`config.mk`:
```
export PLATFORM = sky130hd
export DESIGN_NAME = pid_pwm_actuator
export DESIGN_NICKNAME = d
export VERILOG_FILES = /design/src/rtl/pid_pwm_actuator.sv
export SDC_FILE = /design/constraint.sdc
export NUM_CORES = 1
export LEC_CHECK = 0
export ABC_AREA = 0
export ABC_CLOCK_PERIOD_IN_PS = 5700
export BUFFER_PORTS_ARGS = -buffer_cell sky130_fd_sc_hd__buf_4
export CORE_UTILIZATION = 40
export CTS_BUF_LIST = sky130_fd_sc_hd__clkbuf_16
export DETAILED_ROUTE_END_ITERATION = 10
export REMOVE_ABC_BUFFERS = 1
export SKIP_LAST_GASP = 1
export SYNTH_ARGS = -nofsm -noshare
export SYNTH_HDL_FRONTEND = slang
export SYNTH_SLANG_ARGS = --single-unit
```
`constraint.sdc`:
```
create_clock -name clk -period 5.7 [get_ports clk]
set_clock_uncertainty 0.1 [all_clocks]
set_input_delay 0.57 -clock clk [delete_from_list [all_inputs] [get_ports clk]]
set_output_delay 0.57 -clock clk [all_outputs]
set_load 0.005 [all_outputs]
```
`src/rtl/pid_pwm_actuator.sv`:
```
// PWM actuator for the PID loop: one-entry command register, period-boundary
// duty updates with slew limiting, and a controlled ramp-down on disable.
`timescale 1ns/1ps
module pid_pwm_actuator #(
   parameter int DATA_W    = 8,
   parameter int SLEW_STEP = 4
) (
   input  logic              clk,
   input  logic              rst,
   input  logic              enable,
   input  logic [DATA_W-1:0] cmd_data,
   input  logic              cmd_valid,
   output logic              cmd_ready,
   output logic              pwm_out,
   output logic [DATA_W-1:0] duty_active,
   output logic              period_start,
   output logic              at_target,
   output logic              busy
);

   typedef enum logic [1:0] {IDLE, RUN, RAMP_DOWN} state_t;

   localparam logic [DATA_W:0]   STEP    = (DATA_W+1)'(SLEW_STEP);
   localparam logic [DATA_W-1:0] CNT_MAX = {DATA_W{1'b1}};
   localparam logic [DATA_W-1:0] CNT_ONE = DATA_W'(1);

   state_t            state, state_nx;
   logic [DATA_W-1:0] cnt, cnt_nx;
   logic [DATA_W-1:0] pend, pend_nx;
   logic              pend_valid, pend_valid_nx;
   logic [DATA_W-1:0] target, target_nx;
   logic [DATA_W-1:0] duty_nx;
   logic [DATA_W-1:0] slew_tgt;
   logic              boundary;

   // Step up by at most STEP, clamped at tgt; the extra bit keeps the sum from wrapping.
   function automatic logic [DATA_W-1:0] slew_up(input logic [DATA_W-1:0] cur,
                                                 input logic [DATA_W-1:0] tgt);
      logic [DATA_W:0] sum;
      sum = {1'b0, cur} + STEP;
      return (sum > {1'b0, tgt}) ? tgt : sum[DATA_W-1:0];
   endfunction

   function automatic logic [DATA_W-1:0] slew_down(input logic [DATA_W-1:0] cur,
                                                   input logic [DATA_W-1:0] floor);
      logic signed [DATA_W+1:0] diff;
      diff = $signed({2'b00, cur}) - $signed({1'b0, STEP});
      return (diff < $signed({2'b00, floor})) ? floor : diff[DATA_W-1:0];
   endfunction

   function automatic logic [DATA_W-1:0] slew(input logic [DATA_W-1:0] cur,
                                              input logic [DATA_W-1:0] tgt);
      if (tgt > cur)      return slew_up(cur, tgt);
      else if (tgt < cur) return slew_down(cur, tgt);
      else                return cur;
   endfunction

   assign cmd_ready = !pend_valid;
   assign at_target = (duty_active == target);
   assign busy      = (state != IDLE);
   assign boundary  = (state != IDLE) && (cnt == CNT_MAX);

   always_comb begin
      state_nx      = state;
      cnt_nx        = cnt;
      target_nx     = target;
      duty_nx       = duty_active;
      pend_nx       = pend;
      pend_valid_nx = pend_valid;
      slew_tgt      = target;
      if (cmd_valid && cmd_ready) begin
         pend_nx       = cmd_data;
         pend_valid_nx = 1'b1;
      end
      case (state)
         IDLE: begin
            cnt_nx  = '0;
            duty_nx = '0;
            if (enable) state_nx = RUN;
         end
         default: begin
            cnt_nx = cnt + CNT_ONE;
            if (enable) begin
               // Re-enable during ramp-down resumes slewing from the current duty.
               state_nx = RUN;
               if (boundary) begin
                  if (pend_valid) begin
                     slew_tgt      = pend;
                     target_nx     = pend;
                     pend_valid_nx = 1'b0;
                  end
                  duty_nx = slew(duty_active, slew_tgt);
               end
            end else if (state == RUN) begin
               state_nx = RAMP_DOWN;
            end else if (boundary) begin
               if (duty_active == '0) begin
                  state_nx = IDLE;
                  cnt_nx   = '0;
               end else begin
                  duty_nx = slew_down(duty_active, '0);
               end
            end
         end
      endcase
   end

   always_ff @(posedge clk) begin
      if (rst) begin
         state        <= IDLE;
         cnt          <= '0;
         pend         <= '0;
         pend_valid   <= 1'b0;
         target       <= '0;
         duty_active  <= '0;
         pwm_out      <= 1'b0;
         period_start <= 1'b0;
      end else begin
         state        <= state_nx;
         cnt          <= cnt_nx;
         pend         <= pend_nx;
         pend_valid   <= pend_valid_nx;
         target       <= target_nx;
         duty_active  <= duty_nx;
         // Output stage: compare against next-cycle values so pwm_out lines up with cnt.
         pwm_out      <= (state_nx != IDLE) && (cnt_nx < duty_nx);
         period_start <= (state_nx != IDLE) && (cnt_nx == '0);
      end
   end

endmodule

```
Yosys cells after proc, flatten, opt, wreduce, memory -nomap -nowiden
Cells that the tools add are included.
{ "classes": {"n_addsub": 3, "order_cmp": 6, "bitwise_logic": 1, "muxes": 31, "n_reduce_logical": 11, "eq_ne": 3} }
{ "op_table": {"columns": ["op", "count"], "rows": [
  ["2-to-1 mux 8 bit", 20],
  ["zero test 8 bit", 2],
  ["< comparator 8 bit", 2],
  ["2-to-1 mux 2 bit", 6],
  ["adder 8 x 3 -> 9 bit, second input constant", 1],
  ["greater-than comparator 9 x 8 -> 1 bit", 1],
  ["< comparator 9 x 1 -> 1 bit, second input constant", 1],
  ["< comparator 9 bit", 1],
  ["subtractor 8 x 3 -> 9 bit, second input constant", 1],
  ["adder 8 x 1 -> 8 bit, second input constant", 1],
  ["== test 8 bit", 1],
  ["== test 8 bit, second input constant", 1],
  ["greater-than comparator 8 bit", 1],
  ["2-to-1 mux 1 bit", 5],
  ["logical AND 1 bit", 4],
  ["nonzero test 2 bit", 2],
  ["AND reduction 3 bit", 1],
  ["== test 2 x 1 -> 1 bit, second input constant", 1],
  ["zero test 2 bit", 1],
  ["zero test 1 bit", 1],
  ["inverter 1 bit", 1]
]} }
{ "word_totals": {"in_bits": 12, "wordCells": 63, "reg_bits": 37} }

Depth between registers and ports, before layout
Gate-level depths: netlist of the first run.
{ "depth": {"word_depth": 14, "mapped_depth": 19} }

Worst setup path after synthesis of the first run
No wires, ideal clock.
{ "synth_path": {"path_type": "register to register", "start": "reg duty_active[2]", "end": "reg pwm_out", "arrival_time_ps": 4128, "setup_time_ps": 101, "path_stages_with_launch": 19, "period_less_slack_ps": 4329, "path_buffers": 1, "slack_ps": 1371, "cell_sequence": "dfxtp_1 -> clkbuf_1 -> inv_1 -> ha_1 -> and3_1 -> xnor2_1 -> ha_1 -> nand4_1 -> a21oi_1 -> o221ai_1 -> or3b_2 -> o32ai_1 -> a21oi_1 -> o211ai_1 -> ha_1 -> a21o_1 -> a21o_1 -> a211o_1 -> o41ai_1"} }
{ "synth_between": {"elab_chain_cells": 10, "elab_cells_between_ends": 32, "cone_classes": "add/sub (2); order compare (6); mux (21); reduce/logical (3)"} }
{ "synth_lines": {"columns": ["item", "line", "source"], "rows": [
  ["start: declaration", "15", "output logic [DATA_W-1:0] duty_active,"],
  ["start signal: assignment", "124", "duty_active <= duty_nx;"],
  ["subtractor 8 x 3 -> 9 bit", "47", "diff = $signed({2'b00, cur}) - $signed({1'b0, STEP});"],
  ["< comparator 9 x 1 -> 1 bit / < comparator 9 bit (equally long branches)", "48", "return (diff < $signed({2'b00, floor})) ? floor : diff[DATA_W-1:0];"],
  ["2-to-1 mux 8 bit", "48", null],
  ["2-to-1 mux 8 bit, on equally long branches", "97, 54", null],
  ["2-to-1 mux 8 bit, on equally long branches", "96, 53", null],
  ["2-to-1 mux 8 bit, on equally long branches", "94, 86", null],
  ["2-to-1 mux 8 bit", "83", "if (enable) begin"],
  ["2-to-1 mux 8 bit", "75", "case (state)"],
  ["< comparator 8 bit", "126", "pwm_out <= (state_nx != IDLE) && (cnt_nx < duty_nx);"],
  ["logical AND 1 bit (*)", "126", null],
  ["end signal: assignment", "126", null],
  ["end: declaration", "14", "output logic pwm_out,"]
]} }
Mark *: on every way between the ends. The rest lies on a longest branch, timed or not.
A chain may end at the register's enable or synchronous reset.

Worst setup path in the final report of the first run
Ends and elaborated chain as after synthesis.

==> results.toml, run 1 <==
[cts]
post_cts_buffers = 0
clockBufferDepth = 2
ctsResizeCount = 0
clkLatencyLatePin_ns = 0.29
postCtsHoldBufs = 0
cts_made_buffers = 5
cts_tree = "done"
htreeDepth = 2
clk_pin_slew_ns = 0.06
cts_sinks = 37
root_buffer = "clkbuf_16"

[routing]
drc = 0
wl_per_cell_microns = 16.7
antenna_left = 0
firstDrtPassIters = 5
drt_iter0_drc = 191
drt-total-wl_mm = 8.08
vias = 2764
vias_per_cell = 5.71

[synthesis]
synth-seq-cells = 37
netlist_area_sq_um = 2960
synth_top_area_share_pct = 25.0
synth.avg_cell_area_sq_um = 8.03
synthCells = 369
synth_edf_count = 0
synthTopCellsByArea = "dfxtp_1 (25%), ha_1 (14%), nand2_1 (5.3%), xnor2_1 (5.3%), a21oi_1 (3.9%)"
synth-seq-area-share_pct = 25.0
synthDistinctLibCells = 66
synthArstFlopShare_pct = 0
synthFlopType = "dfxtp_1"
ys_warn_count = 0
netlist.top_cell.by_area = "dfxtp_1"

[setup_path]
crit_path_cell_trace = "inv_1 > ha_1 > and3_1 > xnor2_1 > ha_1 > o21ai_0 > o21ai_0 > o221ai_1 > or3b_2 > nor2_1 > a221o_1 > a211o_2 > ha_1 > a21o_1 > a21o_1 > a211o_1 > o41ai_1"
slowest_stage = "dfxtp_1"
worstSetupEndpointType = "flop"
critical_path.max_stage_delay_ns = 0.70
critPathRequiredTime_ns = 5.78
cp_max_fo = 12
path_class = "flop to flop"
critPathArrivalTime_ns = 5.25
cpMostUsedCell = "ha_1"
cp-start-kind = "flop"

[timing]
rsz0062_at_grt = "false"
fmax_mhz = 193
hold_viol_final = 0
layout_min_cycle_time_ns = 5.17
whs_ns = 0.359
worst_slew_pin_slew_ns = 0.880
fin_crit_sh_pct = 90.7
setup_viol = 0
slew_viol_final = 0
tns_ns = 0
slew_headroom_pct = 40.8

[global_route]
grt_antenna_before_repair = 0
grt.busiest_layer = "met2"
grt_first_pass_wirelength_mm = 13.2
grt_pass1_vias = 2648
use_met1_pct = 27.6
grt-ovfl-total = 0
grt_max_degree = 33
use_met3_pct = 3.58
met2_usage_pct = 39.0
track_usage_pct = 22.2

[layout]
n_fill_cell = 741
antenna_cells = 0
layout_common_cells = "nand2_1 (42), dfxtp_1 (37), ha_1 (33), nor2_1 (26), buf_4 (26)"
area_growth_syn_to_layout_pct = 12.4
final_net_count = 429
layout_commonest_cell = "nand2_1"
drive_gt1_share_pct = 12.5

[worst_hold_path]
hold_path_class = "flop to flop"

[power]
pwr-share-comb_pct = 22.3
intPower_w = 0.000486
vdd_drop_max_mv = 0.116
sequentialPowerShare_pct = 39.4
p_leak_nw = 1.38
netSwitchingFraction_pct = 30.3
clkPwrFrac_pct = 38.3
p_sw_w = 0.000212
p_total_w = 0.000697
power-per-cell-area_nw_per_um2 = 209

[die]
die_y_microns = 88.1
dieArea_sq_um = 7760
core_sq_um = 7210
initial_utilization_pct = 41.1
die-width_microns = 88.1
placementRows = 31
num_io_pins = 25

[placed_design]
dp_hpwl_mm = 6.11
io_buffers = 24
place_congestion = 0.897

[run_status]
outcome = "completed"

[job]
maxCapViolCount = 0
[Yosys cell counts, drive strengths merged, types with 3 or more instances]
cell and number:
a2111oi 4, a211o 7, a211oi 10, a21o 6, a21oi 23, a221o 3
a31oi 6, and2 3, and3 3, buf 7, clkbuf 10, dfxtp 37
ha 33, inv 24, mux2i 9, nand2 43, nand2b 3, nand3 12
nand4 5, nor2 26, nor3 15, nor4 6, o211ai 3, o21ai 16
or3 3, xnor2 18, xor2 4
[through the flow]
step	cells	util [%]	instance area (sq um)	setup WS, ns
2_1_floorplan	351	-	2870	1.50
3_3_place_gp	476	44.2	3190	0.661
3_5_place_dp	476	44.2	3190	0.713
4_1_cts	484	46.2	3330	0.639
5_1_grt	484	46.2	3330	0.260
6_report	484	46.2	3330	0.530
[path summary, 6_finish.rpt]
kind                              from                    to  slack (ns)  cells past startpoint
max          duty_active[2]$_SDFF_PP0_    pwm_out$_SDFF_PP0_        0.53                     17
min               pend[3]$_SDFFE_PP0P_  pend[3]$_SDFFE_PP0P_        0.36                      2
max reg2reg  duty_active[2]$_SDFF_PP0_    pwm_out$_SDFF_PP0_        0.53                     17
min reg2reg       pend[3]$_SDFFE_PP0P_  pend[3]$_SDFFE_PP0P_        0.36                      2
[cell families after synthesis]
| family | Yosys count | share of synthesized area [%] |
|---|---|---|
| simple gates | 127 | 21.8 |
| compound gates | 98 | 23.5 |
| buf+inv | 43 | 6.25 |
| flops | 37 | 25.0 |
| fa+ha+maj | 33 | 13.9 |
| xor+xnor | 22 | 6.50 |
| mux | 9 | 3.04 |
[final cells by class]
cell class	count	area [sq um]	share of cell area, %
well taps	99	124	3.72
clock buffers	5	125	3.76
inverters	25	93.8	2.82
repair buffers	26	195	5.86
flip-flops and latches	37	741	22.2
clock inverters	3	13.8	0.413
multi-input cells	289	2040	61.2
[flip-flops by register name, indices dropped and copies added, names as in the netlist]
name	count
cnt	8
duty_active	8
pend	8
target	8
state	2
pend_valid	1
period_start	1
pwm_out	1
[metal layers]
| layer | vias up | share of wire [%] |
|---|---|---|
| li1 | 1379 | - |
| met1 | 1278 | 44 |
| met2 | 90 | 48 |
| met3 | 17 | 4.8 |
| met4 | 0 | 2.3 |
| met5 | - | 0 |
[power groups by stage]
stage	logic (W)	registers, W	clock network (W)
after floorplan	0.000103	0.000279	0
after global placement	0.000151	0.000281	0
after detailed placement	0.000151	0.000281	0
after CTS	0.000153	0.000275	0.000271
after global routing	0.000171	0.000276	0.000284
final	0.000155	0.000275	0.000267
[worst max-delay path, delay by kind of cell (launching register included)]
kind | cells | cell delay, ns
xor+xnor | 1 | 0.33
simple gates | 3 | 0.56
buf+inv | 1 | 0.26
fa+ha+maj | 3 | 0.88
compound gates | 9 | 2.24
flops | 1 | 0.70
No activity file was read; power rests on OpenSTA's default activity.
==> inputs of run 2 (changes only) <==
--- a/config.mk
+++ b/config.mk
@@ -8,9 +8,14 @@
 export ABC_AREA = 0
 export ABC_CLOCK_PERIOD_IN_PS = 5700
 export BUFFER_PORTS_ARGS = -buffer_cell sky130_fd_sc_hd__buf_4
+export CELL_PAD_IN_SITES_DETAIL_PLACEMENT = 1
+export CELL_PAD_IN_SITES_GLOBAL_PLACEMENT = 1
+export CORE_ASPECT_RATIO = 1.4
 export CORE_UTILIZATION = 40
 export CTS_BUF_LIST = sky130_fd_sc_hd__clkbuf_16
 export DETAILED_ROUTE_END_ITERATION = 10
+export HOLD_SLACK_MARGIN = 0.02
+export PLACE_DENSITY_LB_ADDON = 0.1
 export REMOVE_ABC_BUFFERS = 1
 export SKIP_LAST_GASP = 1
 export SYNTH_ARGS = -nofsm -noshare
==> run 2 against run 1 <==
Against the previous run:
- register-to-register slack improved by 0.13 ns
- flip-flop and latch count unchanged
- non-clock buffer count unchanged
- clock-buffer cell count unchanged
- first-iteration DRC count decreased by 29%
- sequential power about the same
- cell area increased by 0.56%
- highest routed layer unchanged
- core utilization increased by 1.2 points
- fmax increased by 2.6%
- routed wire length increased by 16%
- sequential share of layout area decreased by 0.12 points
- largest cell class unchanged
==> results.toml, run 2 (synthesis gave the netlist of run 1 again) <==
[layout]
final_net_count = 429
layout_common_cells = "nand2_1 (42), dfxtp_1 (37), ha_1 (33), nor2_1 (26), buf_4 (26)"
fin_util_pct = 47.4
area_growth_syn_to_layout_pct = 13.0
layout_commonest_cell = "nand2_1"
stdcell_count = 480
n_fill_cell = 881
antenna_cells = 0
drive_gt1_share_pct = 12.2

[die]
die-width_microns = 74.8
initial_utilization_pct = 41.9
dieArea_sq_um = 7760
die_y_microns = 104
core_sq_um = 7070
placementRows = 36
num_io_pins = 25

[placed_design]
io_buffers = 24
dp.cells = 472
dp_hpwl_mm = 7.31
place_congestion = 0.925

[global_route]
grt-ovfl-total = 0
grt_max_degree = 33
grt_antenna_before_repair = 0
grt_pass1_vias = 2965
grt_first_pass_wirelength_mm = 14.9
track_usage_pct = 25.9

[routing]
drc = 0
vias = 2817
wl_per_cell_microns = 19.5
vias_per_cell = 5.87
antenna_left = 0
drt_iter0_drc = 136
firstDrtPassIters = 4
drt-total-wl_mm = 9.36

[power]
p_sw_w = 0.000218
p_leak_nw = 1.39
pwr-share-comb_pct = 21.0
sequentialPowerShare_pct = 36.9
power-per-cell-area_nw_per_um2 = 223
vdd_drop_max_mv = 0.123
intPower_w = 0.000530
clkPwrFrac_pct = 42.1
netSwitchingFraction_pct = 29.1

[setup_path]
path_class = "flop to flop"
critPathRequiredTime_ns = 5.79
worstSetupEndpointType = "flop"
critPathArrivalTime_ns = 5.13
cp_max_fo = 10
cp-start-kind = "flop"
reg2reg_depth = 17

[timing]
hold_viol_final = 0
worst_slew_pin_slew_ns = 0.806
fin_crit_sh_pct = 88.4
rsz0062_at_grt = "false"
slew_viol_final = 0
tns_ns = 0
slew_headroom_pct = 45.8
setup_viol = 0
fmax_mhz = 199
layout_min_cycle_time_ns = 5.04

[cts]
cts_sinks = 37
postCtsHoldBufs = 0
clockBufferDepth = 2
cts_tree = "done"
clk_pin_slew_ns = 0.06
post_cts_buffers = 0
htreeDepth = 2
clkLatencyLatePin_ns = 0.29
ctsResizeCount = 0
cts_made_buffers = 5
root_buffer = "clkbuf_16"

[run_status]
outcome = "completed"

[worst_hold_path]
min_path_cells = 2
hold_path_class = "flop to flop"

[job]
maxCapViolCount = 0
run 2: area by class of cell:
cell class / instances / area [sq um] / share of cell area, %
flip-flops and latches: 37 / 741 / 22.1
well taps: 95 / 119 / 3.55
clock inverters: 3 / 37.5 / 1.12
inverters: 25 / 93.8 / 2.80
multi-input cells: 289 / 2040 / 60.9
repair buffers: 26 / 195 / 5.83
clock buffers: 5 / 125 / 3.74
run 2: worst paths after layout:
check,endpoint,start,slack (ns)
setup reg to reg,pwm_out$_SDFF_PP0_,duty_active[3]$_SDFF_PP0_,0.66
setup / recovery,pwm_out$_SDFF_PP0_,duty_active[3]$_SDFF_PP0_,0.66
hold / removal,pend[7]$_SDFFE_PP0P_,pend[7]$_SDFFE_PP0P_,0.36
hold reg to reg,pend[7]$_SDFFE_PP0P_,pend[7]$_SDFFE_PP0P_,0.36
run 2: routing by layer:
layer	track usage, %	share of wire, %
met2	47.0	55
met3	3.39	2.4
met1	26.9	38
met5	0	0
met4	15.5	4.9
run 2: metrics by stage:
step                      total power (W)  hold slack [ns]  worst slack, ns  cell area (sq um)
after floorplan                  0.000381            0.330             1.50               2870
after global placement           0.000433            0.347            0.756               3190
after detailed placement         0.000436            0.356            0.733               3190
after CTS                        0.000757            0.364            0.720               3350
after global routing             0.000779            0.380            0.405               3350
final                            0.000749            0.360            0.663               3350
run 2: critical path, stage by stage, from the launching register on:
cell and delay, ns:
dfxtp_1 0.64, inv_1 0.22, ha_1 0.35, and3_1 0.24
xnor2_1 0.35, ha_1 0.21, o21ai_0 0.08, o21ai_0 0.20
o221ai_1 0.27, or3b_2 0.58, o32ai_1 0.15, a21oi_1 0.09
o211ai_1 0.23, ha_1 0.28, a21o_1 0.16, a21o_1 0.17
a211o_1 0.29, o41ai_1 0.32
run 2: power groups by stage:
| stage | Sequential (W) | Combinational, W | Clock (W) |
|---|---|---|---|
| final | 0.000276 | 0.000158 | 0.000315 |
| after floorplan | 0.000279 | 0.000103 | 0 |
| after CTS | 0.000276 | 0.000157 | 0.000325 |
| after detailed placement | 0.000282 | 0.000155 | 0 |
| after global routing | 0.000277 | 0.000173 | 0.000329 |
| after global placement | 0.000281 | 0.000151 | 0 |
==> inputs of run 3 (changes only) <==
--- a/config.mk
+++ b/config.mk
@@ -8,7 +8,7 @@
 export ABC_AREA = 0
 export ABC_CLOCK_PERIOD_IN_PS = 5700
 export BUFFER_PORTS_ARGS = -buffer_cell sky130_fd_sc_hd__buf_4
-export CELL_PAD_IN_SITES_DETAIL_PLACEMENT = 1
+export CELL_PAD_IN_SITES_DETAIL_PLACEMENT = 0
 export CELL_PAD_IN_SITES_GLOBAL_PLACEMENT = 1
 export CORE_ASPECT_RATIO = 1.4
 export CORE_UTILIZATION = 40
==> run 3 against run 2 <==
Against the previous run:
- register-to-register slack gained 0.05 ns
- critical endpoint unchanged
- flip-flop and latch count is the same
- setup slack gained 0.050 ns
- final cell count shrank 0.42%
- critical path type unchanged
- highest routed layer unchanged
- power shrank 7.8%
- combinational power shrank 3%
==> results.toml, run 3 (synthesis gave the netlist of run 1 again) <==
[cts]
cts_sinks = 37
postCtsHoldBufs = 0
cts_made_buffers = 5
ctsResizeCount = 0
cts_tree = "done"
clk_pin_slew_ns = 0.06
post_cts_buffers = 0
htreeDepth = 2
root_buffer = "clkbuf_16"
clkLatencyLatePin_ns = 0.28
clockBufferDepth = 2

[layout]
layout_common_cells = "nand2_1 (42), dfxtp_1 (37), ha_1 (33), nor2_1 (26), buf_4 (26)"
final_net_count = 429
layout_commonest_cell = "nand2_1"
antenna_cells = 0
stdcell_count = 478
drive_gt1_share_pct = 12.3
area_growth_syn_to_layout_pct = 11.9
n_fill_cell = 737

[run_status]
outcome = "completed"

[setup_path]
cpMostUsedCell = "ha_1"
slowest_stage = "dfxtp_1"
path_class = "flop to flop"
cpLargestDelayFamily = "compound AO/OA/AOI/OAI gates"
worstSetupEndpointType = "flop"
regToRegSetupSlack_ns = 0.71
reg2reg_depth = 17
cp_max_fo = 10
r2r-end = "pwm_out$_SDFF_PP0_"
critical_path.max_stage_delay_ns = 0.63
reg2reg_from = "duty_active[3]$_SDFF_PP0_"
worst-path-buf-inv = 1
critPathRequiredTime_ns = 5.78
critPathArrivalTime_ns = 5.07
cp-start-kind = "flop"
crit_path_cell_trace = "inv_1 > ha_1 > and3_1 > xnor2_1 > ha_1 > o21ai_0 > o21ai_0 > o221ai_1 > or3b_2 > nor2_1 > a221o_1 > a211o_2 > ha_1 > a21o_1 > a21o_1 > a211o_1 > o41ai_1"

[global_route]
grt_max_degree = 33
grt_first_pass_wirelength_mm = 13.6
track_usage_pct = 23.4
grt_antenna_before_repair = 0
grt_pass1_vias = 2642
grt-ovfl-total = 0

[worst_hold_path]
hold_path_end = "pend[7]$_SDFFE_PP0P_"
min_path_cells = 2
hp-start = "pend[7]$_SDFFE_PP0P_"
hold_path_class = "flop to flop"

[routing]
drc = 0
vias = 2738
firstDrtPassIters = 5
antenna_left = 0
drt-total-wl_mm = 8.67
drt_iter0_drc = 107
wl_per_cell_microns = 18.1
vias_per_cell = 5.73

[timing]
fmax_mhz = 201
slew_headroom_pct = 47.4
tns_ns = 0
rsz0062_at_grt = "false"
layout_min_cycle_time_ns = 4.99
setup_viol = 0
fin_crit_sh_pct = 87.5
hold_viol_final = 0
worst_slew_pin_slew_ns = 0.781
slew_viol_final = 0

[power]
power-per-cell-area_nw_per_um2 = 208
vdd_drop_max_mv = 0.152
p_leak_nw = 1.37

[die]
die-width_microns = 74.8
dieArea_sq_um = 7760
placementRows = 36
core_sq_um = 7070
num_io_pins = 25
initial_utilization_pct = 41.9
die_y_microns = 104

[placed_design]
dp_hpwl_mm = 6.77
dp.cells = 472
io_buffers = 24
place_congestion = 0.925

[job]
maxCapViolCount = 0
## run 3: changes by cell type in the layout (fill, tap and decap cells not counted)
cell       delta
inv_1         -1
clkinv_2      +1
clkinv_1      -1
bufinv_16     -1
## run 3: area by class of cell
cell class                      count  area [sq um]  area share [%]
Clock buffer                        5           125            3.77
Clock inverter                      1          5.00           0.151
Inverter                           25          93.8            2.83
Multi-Input combinational cell    289          2040            61.4
Sequential cell                    37           741            22.3
Tap cell                           95           119            3.58
Timing Repair Buffer               26           195            5.88
## run 3: per-stage QoR
step	power (W)	worst slack (ns)	util [%]	hold WS, ns	instance area, sq um
2_1_floorplan	0.000381	1.50	-	0.330	2870
3_3_place_gp	0.000433	0.756	45.1	0.347	3190
3_5_place_dp	0.000434	0.807	45.1	0.354	3190
4_1_cts	0.000696	0.765	46.9	0.362	3320
5_1_grt	0.000722	0.486	46.9	0.385	3320
6_report	0.000690	0.713	46.9	0.360	3320
## run 3: routing by layer
| layer | vias to the layer above | GRT usage (%) | part of all wire, % |
|---|---|---|---|
| met3 | 20 | 3.78 | 2.6 |
| met2 | 51 | 41.6 | 52 |
| met4 | 0 | 9.57 | 3.5 |
| met5 | - | 0 | 0 |
| met1 | 1289 | 26.6 | 42 |
| li1 | 1378 | - | - |
## run 3: how the worst max path moves through the flow
stage,cells past startpoint,slack [ns],end,from
finish,17,0.71,pwm_out$_SDFF_PP0_,duty_active[3]$_SDFF_PP0_
CTS,17,0.77,pwm_out$_SDFF_PP0_,duty_active[3]$_SDFF_PP0_
global route,17,0.49,pwm_out$_SDFF_PP0_,duty_active[3]$_SDFF_PP0_
floorplan,17,1.50,pwm_out$_SDFF_PP0_,duty_active[2]$_SDFF_PP0_
detailed placement,17,0.81,pwm_out$_SDFF_PP0_,duty_active[3]$_SDFF_PP0_
global placement,17,0.76,pwm_out$_SDFF_PP0_,duty_active[3]$_SDFF_PP0_
## run 3: worst reg2reg max path, stage by stage, from the launching register on
cell      delay, ns
dfxtp_1        0.63
inv_1          0.20
ha_1           0.34
and3_1         0.23
xnor2_1        0.30
ha_1           0.32
o21ai_0        0.08
o21ai_0        0.12
o221ai_1       0.44
or3b_2         0.27
nor2_1         0.06
a221o_1        0.30
a211o_2        0.34
ha_1           0.18
a21o_1         0.17
a21o_1         0.17
a211o_1        0.31
o41ai_1        0.33
## run 3: where the power goes
group / internal, W / total, W / switching, W
Combinational: 0.0000605 / 0.000154 / 0.0000934
Clock: 0.000156 / 0.000261 / 0.000104
Sequential: 0.000266 / 0.000276 / 0.00000971
